`config.mk`:
```
export PLATFORM = sky130hd
export DESIGN_NAME = seg7_display_ctrl
export DESIGN_NICKNAME = d
export VERILOG_FILES = /design/src/rtl/seg7_display_ctrl.sv
export SDC_FILE = /design/constraint.sdc
export NUM_CORES = 1
export LEC_CHECK = 0
export ABC_AREA = 1
export CAP_MARGIN = 15
export CORE_MARGIN = 3
export CORE_UTILIZATION = 57
export DETAILED_ROUTE_END_ITERATION = 10
export GPL_TIMING_DRIVEN = 0
export HOLD_SLACK_MARGIN = 0.03
export PLACE_DENSITY = 0.81
export SETUP_SLACK_MARGIN = 0.05
export SLEW_MARGIN = 20
export SYNTH_ARGS = -nofsm -noshare
export SYNTH_HDL_FRONTEND = slang
export SYNTH_SLANG_ARGS = --single-unit
```
`constraint.sdc`:
```
create_clock -name clk -period 3.5 [get_ports clk]
set_clock_uncertainty 0.05 [all_clocks]
set_input_delay 0.7 -clock clk [delete_from_list [all_inputs] [get_ports clk]]
set_output_delay 0.7 -clock clk [all_outputs]
set_load 0.01 [all_outputs]
```
`src/rtl/seg7_display_ctrl.sv`:
```
// Binary to seven-segment display controller: sequential double-dabble
// decimal conversion or direct hex mapping, with blanking and overflow dashes.
module seg7_display_ctrl #(
    parameter int IN_WIDTH = 12,
    parameter int DIGITS   = 3
) (
    input  logic                  clk,
    input  logic                  reset,
    input  logic                  start,
    input  logic [IN_WIDTH-1:0]   value,
    input  logic                  mode,
    input  logic                  blank_lz,
    output logic                  busy,
    output logic                  done,
    output logic                  overflow,
    output logic [7*DIGITS-1:0]   hex_out
);

    // One spare nibble of headroom above the displayed digits.
    localparam int BCD_W = 4*DIGITS + 4;
    localparam int NIBS  = BCD_W / 4;
    localparam int PAD_W = (IN_WIDTH > 4*DIGITS) ? IN_WIDTH : 4*DIGITS;
    localparam int CMP_W = (IN_WIDTH > 32) ? IN_WIDTH : 32;
    localparam int CNT_W = $clog2(IN_WIDTH + 1);

    localparam logic [CMP_W-1:0] DEC_MAX  = CMP_W'(10**DIGITS - 1);
    localparam logic [CNT_W-1:0] CNT_LOAD = CNT_W'(IN_WIDTH);
    localparam logic [6:0]       BLANK    = 7'b1111111;
    localparam logic [6:0]       DASH     = 7'b0111111;

    typedef enum logic [1:0] {IDLE, SHIFT, ENCODE} state_e;

    state_e                state_q, state_d;
    logic [IN_WIDTH-1:0]   bin_q, bin_d;
    logic [BCD_W-1:0]      bcd_q, bcd_d;
    logic [CNT_W-1:0]      cnt_q, cnt_d;
    logic                  mode_q, mode_d;
    logic                  blz_q, blz_d;
    logic                  ovf_lat_q, ovf_lat_d;
    logic [7*DIGITS-1:0]   hex_q, hex_d;
    logic                  done_q, done_d;
    logic                  ovf_q, ovf_d;

    logic                  dec_ovf, hex_ovf;
    logic [BCD_W-1:0]      adj;
    logic [PAD_W-1:0]      binx;
    logic [7*DIGITS-1:0]   enc;

    function automatic logic [6:0] glyph(input logic [3:0] n, input logic hx);
        logic [6:0] g;
        case (n)
            4'h0: g = 7'b1000000;
            4'h1: g = 7'b1111001;
            4'h2: g = 7'b0100100;
            4'h3: g = 7'b0110000;
            4'h4: g = 7'b0011001;
            4'h5: g = 7'b0010010;
            4'h6: g = 7'b0000010;
            4'h7: g = 7'b1111000;
            4'h8: g = 7'b0000000;
            4'h9: g = 7'b0010000;
            4'hA: g = 7'b0001000;
            4'hB: g = 7'b0000011;
            4'hC: g = 7'b1000110;
            4'hD: g = 7'b0100001;
            4'hE: g = 7'b0000110;
            default: g = 7'b0001110;
        endcase
        if (!hx && n > 4'd9) g = BLANK;
        return g;
    endfunction

    assign dec_ovf = CMP_W'(value) > DEC_MAX;
    assign hex_ovf = |(PAD_W'(value) >> (4*DIGITS));
    assign binx    = PAD_W'(bin_q);

    always_comb begin
        adj = '0;
        for (int i = 0; i < NIBS; i++) begin
            logic [3:0] nib;
            nib = 4'(bcd_q >> (4*i));
            adj[4*i +: 4] = (nib >= 4'd5) ? nib + 4'd3 : nib;
        end
    end

    // Scan from the most significant digit so blanking stops at the first non-zero.
    always_comb begin
        logic       seen;
        logic [3:0] nib;
        logic [6:0] g;
        enc  = '1;
        seen = 1'b0;
        for (int i = DIGITS - 1; i >= 0; i--) begin
            nib = mode_q ? 4'(binx >> (4*i)) : 4'(bcd_q >> (4*i));
            if (nib != 4'd0) seen = 1'b1;
            g = glyph(nib, mode_q);
            if (ovf_lat_q)
                g = DASH;
            else if (blz_q && !seen && i != 0)
                g = BLANK;
            enc[7*i +: 7] = g;
        end
    end

    always_ff @(posedge clk or posedge reset) begin
        if (reset) begin
            state_q   <= IDLE;
            bin_q     <= '0;
            bcd_q     <= '0;
            cnt_q     <= '0;
            mode_q    <= 1'b0;
            blz_q     <= 1'b0;
            ovf_lat_q <= 1'b0;
            hex_q     <= '1;
            done_q    <= 1'b0;
            ovf_q     <= 1'b0;
        end else begin
            state_q   <= state_d;
            bin_q     <= bin_d;
            bcd_q     <= bcd_d;
            cnt_q     <= cnt_d;
            mode_q    <= mode_d;
            blz_q     <= blz_d;
            ovf_lat_q <= ovf_lat_d;
            hex_q     <= hex_d;
            done_q    <= done_d;
            ovf_q     <= ovf_d;
        end
    end

    always_comb begin
        state_d = state_q;
        unique case (state_q)
            IDLE:    if (start) state_d = mode ? ENCODE : SHIFT;
            SHIFT:   if (cnt_q == CNT_W'(1)) state_d = ENCODE;
            ENCODE:  state_d = IDLE;
            default: state_d = IDLE;
        endcase
    end

    always_comb begin
        bin_d     = bin_q;
        bcd_d     = bcd_q;
        cnt_d     = cnt_q;
        mode_d    = mode_q;
        blz_d     = blz_q;
        ovf_lat_d = ovf_lat_q;
        hex_d     = hex_q;
        ovf_d     = ovf_q;
        done_d    = 1'b0;
        unique case (state_q)
            IDLE: begin
                if (start) begin
                    bin_d     = value;
                    bcd_d     = '0;
                    cnt_d     = CNT_LOAD;
                    mode_d    = mode;
                    blz_d     = blank_lz;
                    ovf_lat_d = mode ? hex_ovf : dec_ovf;
                end
            end
            SHIFT: begin
                bcd_d = BCD_W'({adj, bin_q[IN_WIDTH-1]});
                bin_d = bin_q << 1;
                cnt_d = cnt_q - CNT_W'(1);
            end
            ENCODE: begin
                hex_d  = enc;
                ovf_d  = ovf_lat_q;
                done_d = 1'b1;
            end
            default: ;
        endcase
    end

    assign busy     = (state_q != IDLE);
    assign done     = done_q;
    assign overflow = ovf_q;
    assign hex_out  = hex_q;

endmodule

```
==> results list <==
- Result of the run: complete, no violations
- The finished cells cover 0.00427 mm².
- Initial antenna violation count: 0
* Worst slew slack as a fraction of its limit: 53.9%
* Type of the worst setup path: flip-flop to flip-flop
- Global-route wire length before repair: 14,700 µm
- X dimension of the die: 86.4 µm
* Core Box Area: 0.00610 mm²
- CP Capture Type: flip-flop
* Worst path buffer plus inverter count: 4
- Net count reported at finish: 598
* Remaining Overflow, GRT: 0
- Once detailed placement completed, the half-perimeter wirelength came to 6520 µm.
* Tmin final: 2220 ps
- The critical path runs through a total of 12 cells.
- The clock network accounts for 8.2% of the total power.
- CTS H-tree depth: 2
- Largest net degree at the start of global routing: 57
- STA classifies the critical path startpoint as a flip-flop.
- Layout cells sized above 1: 10.1%
* Share of synthesized area occupied by flip-flops and latches: 38.8%
* IO Count: 41
* Final cycle utilization of the critical path: 63.4%
- Number of global-route vias before repair: 3,250
- Worst path top cell family by delay: simple AND/OR/NAND/NOR gates
- ANT nets after route: 0
* Final-report setup violation count: 0
- Post-synth top flop: dfrtp_1
- Area delta synth->final: 15.8%
* Max Freq: 451 MHz
* Standard-cell row count: 28
- Port-buffer cells: 40
- In this run the worst setup path terminates at hex_out[0].
* Unrepaired setup endpoints after global routing: false
- Switching share of power: 49.0%
- The library cell used most frequently in the layout, excluding fill and tap cells, is nand2_1.
- Clock latency reported for the late side of the worst-skew pair: 310 ps
- After clock tree synthesis, the clock-pin slew on the worst setup and hold paths is 100 ps.
- The first TritonRoute pass finished after 5 iterations.
- The tree is rooted in a clkbuf_8.
- Count of cells resized by post-cts repair: 0
* Vias per std cell: 5.49
* Max IR drop VDD: 0.482 mV
* Ratio of total power to cell area: 1010 mW/mm²
* Fill cell instance count of the final layout: 539
- Largest fanout on the critical path: 10
- Worst path arrival time: 2420 ps
* Worst r2r path cells: 12
- Once the floorplan was initialized, standard cells occupied 60.4% of the core.
- TritonCTS built the clock tree.
* Hold path startpoint: hex_out[6]
- In this run, flip-flops and latches consume 28.5% of the power.
- Of all flip-flops after synthesis, the portion carrying an async set or reset was 100%.
- Endpoints failing hold: 0
- Synthesized area divided by synthesized cell count: 7.28 µm²
- Max-cap violations in this run came to 0.
- For this design, the CTS-stage hold fixing added 0 buffers.
- Crit. Startpoint: mode_q
- The die is 86.4 µm tall.
- STA puts the critical path data required time at 3700 ps.
* Commonest cells after routing, fill and taps aside: 134 x nand2_1, 80 x nor2_1, 54 x inv_1
* Number of instances in the synthesized netlist: 506
* Count of vias placed by the detailed router: 3,456
- The clock drives 56 sinks.
* Launch point of the worst reg-to-reg path: mode_q
* Biggest cell delay along the critical path: 400 ps
* Slack of the worst reg-to-reg path: 1280 ps
- Tightest Hold Check Type: flip-flop to flip-flop
- Routability-driven placement finished with a final weighted congestion of 0.908.
* Drt total wl: 8490 µm
- In this run the static leakage power is 2.07 nW.
- The critical path goes through buf_6, buf_6, o21ai_1, inv_1, ha_1, nand3_1, nand3_1, inv_1, nand2_1, nand2_1, nor2_1, nor2_1.
- Overall fraction of global-route tracks in use: 24.4%
- The longest clock path from root to sink contains 2 buffers.
* Number of enable flip-flop cells after synthesis: 0
- Number of max-slew violations in the final report: 0
- The synthesized design contains 56 register bits.
- Initial DRC count: 120
- Die footprint: 0.00746 mm²
- Number of distinct library cell variants in the gate-level netlist after synthesis: 33
- 0 antenna diodes ended up in the layout.
- Combinational cells account for 63.3% of the total power.
* Number of buffers inserted by post-CTS setup repair: 0
- The worst hold path was traced through 2 stages.
- Destination of the worst register-to-register timing path: hex_out[0]
- For the pin with the worst max-slew slack, the measured transition is 691 ps.
- Yosys printed 0 warnings.
* Routed length per instance: 13.5 µm
- Final-layout setup total negative slack: 0 ps
* Post-synthesis instance area: 0.00368 mm²
* Total cell area at the placement stage: 0.00418 mm²
- TritonCTS created 5 clock buffers.
- Critical-path cell with the highest stage delay: o21ai_1
- Internal Power: 2.19 mW
- Summed over all nets, the switching power comes to 2.10 mW.
- The number of nets in the synthesized netlist is 551.
- DRC violation count after routing: 0
[cells by family after synthesis]
logic type                 Yosys count  share of synthesized area, %
AOI/OAI and AO/OA                   81                          13.5
buffers and inverters               70                          7.71
DFF                                 56                          38.8
and+or+nand+nor                    268                          29.7
muxes                                1                         0.306
xor gates and xnor gates             2                         0.476
adders and majority gates           28                          9.51
[state kept, by name, summed over array words and instances (netlist names)]
signal     count
mode_q         1
overflow       1
blz_q          1
bin_q         12
hex_out       21
cnt_q          4
ovf_lat_q      1
bcd_q         12
done           1
state_q        2
[routing by layer]
metal | vias to the layer above | part of all wire, % | GRT usage [%]
met3 | 14 | 6.0 | 2.66
li1 | 1718 | - | -
met5 | - | 0 | 0
met2 | 124 | 48 | 41.5
met1 | 1600 | 45 | 32.3
met4 | 0 | 1.6 | 8.22
[how the worst min path moves through the flow]
| stage | slack, ps | to |
|---|---|---|
| after floorplan | 400 | cnt_q[3] |
| after global placement | 410 | hex_out[20] |
| after detailed placement | 410 | hex_out[6] |
| after CTS | 430 | hex_out[6] |
| after global routing | 450 | hex_out[11] |
| final | 420 | hex_out[6] |
[metrics by stage]
stage               cells  power, mW  hold slack [ps]  utilization (%)  worst slack (ps)
floorplan             506       3.12              402                -              1410
global placement      621       3.85              406             68.5               419
detailed placement    621       3.93              410             68.6              1160
CTS                   629       4.29              427             70.0              1310
global route          629       4.75              448             70.0              1080
finish                629       4.29              422             70.0              1280
[final cells by class]
cell class / instances / area [µm²] / share of cell area [%]
well taps: 75 / 93.8 / 2.20
repair buffers: 40 / 400 / 9.39
clock inverters: 1 / 8.76 / 0.205
multi-input cells: 380 / 1970 / 46.2
plain buffers: 11 / 62.6 / 1.47
flip-flops and latches: 56 / 1430 / 33.5
clock buffers: 7 / 76.3 / 1.79
inverters: 59 / 224 / 5.25
[worst min-delay path, delay by kind of cell, from the launching register on]
family	cells	cell delay [ps]
AND/OR/NAND/NOR	2	100
flip-flops	1	380
[Yosys cell counts (2+ instances only)]
master / instances / area [µm²]
nand2_1: 134 / 503
o211ai_1: 2 / 15.0
o21ai_0: 36 / 180
o21ai_1: 4 / 20.0
ha_1: 28 / 350
dfrtp_1: 35 / 876
a21boi_0: 2 / 15.0
dfstp_2: 21 / 552
nand4_1: 2 / 12.5
nor2_1: 80 / 300
buf_6: 2 / 22.5
o21ai_4: 3 / 48.8
inv_2: 4 / 15.0
o221ai_1: 3 / 26.3
inv_1: 55 / 206
nor3_1: 2 / 10.0
o32ai_1: 3 / 26.3
buf_2: 2 / 10.0
a22oi_1: 5 / 37.5
xor2_1: 2 / 17.5
nand2_2: 5 / 31.3
a21oi_1: 16 / 80.1
nor2_2: 5 / 31.3
o22ai_1: 4 / 25.0
nand3_1: 36 / 180
clkbuf_1: 6 / 22.5
or2_2: 3 / 18.8
[power by group through the flow]
stage          combinational (mW)  clock (mW)  sequential, mW
2_1_floorplan                1.86           0            1.26
3_3_place_gp                 2.63           0            1.22
3_5_place_dp                 2.70           0            1.24
4_1_cts                      2.71       0.360            1.22
5_1_grt                      3.10       0.387            1.26
6_report                     2.72       0.353            1.22
(Power assumes the default switching activity.)
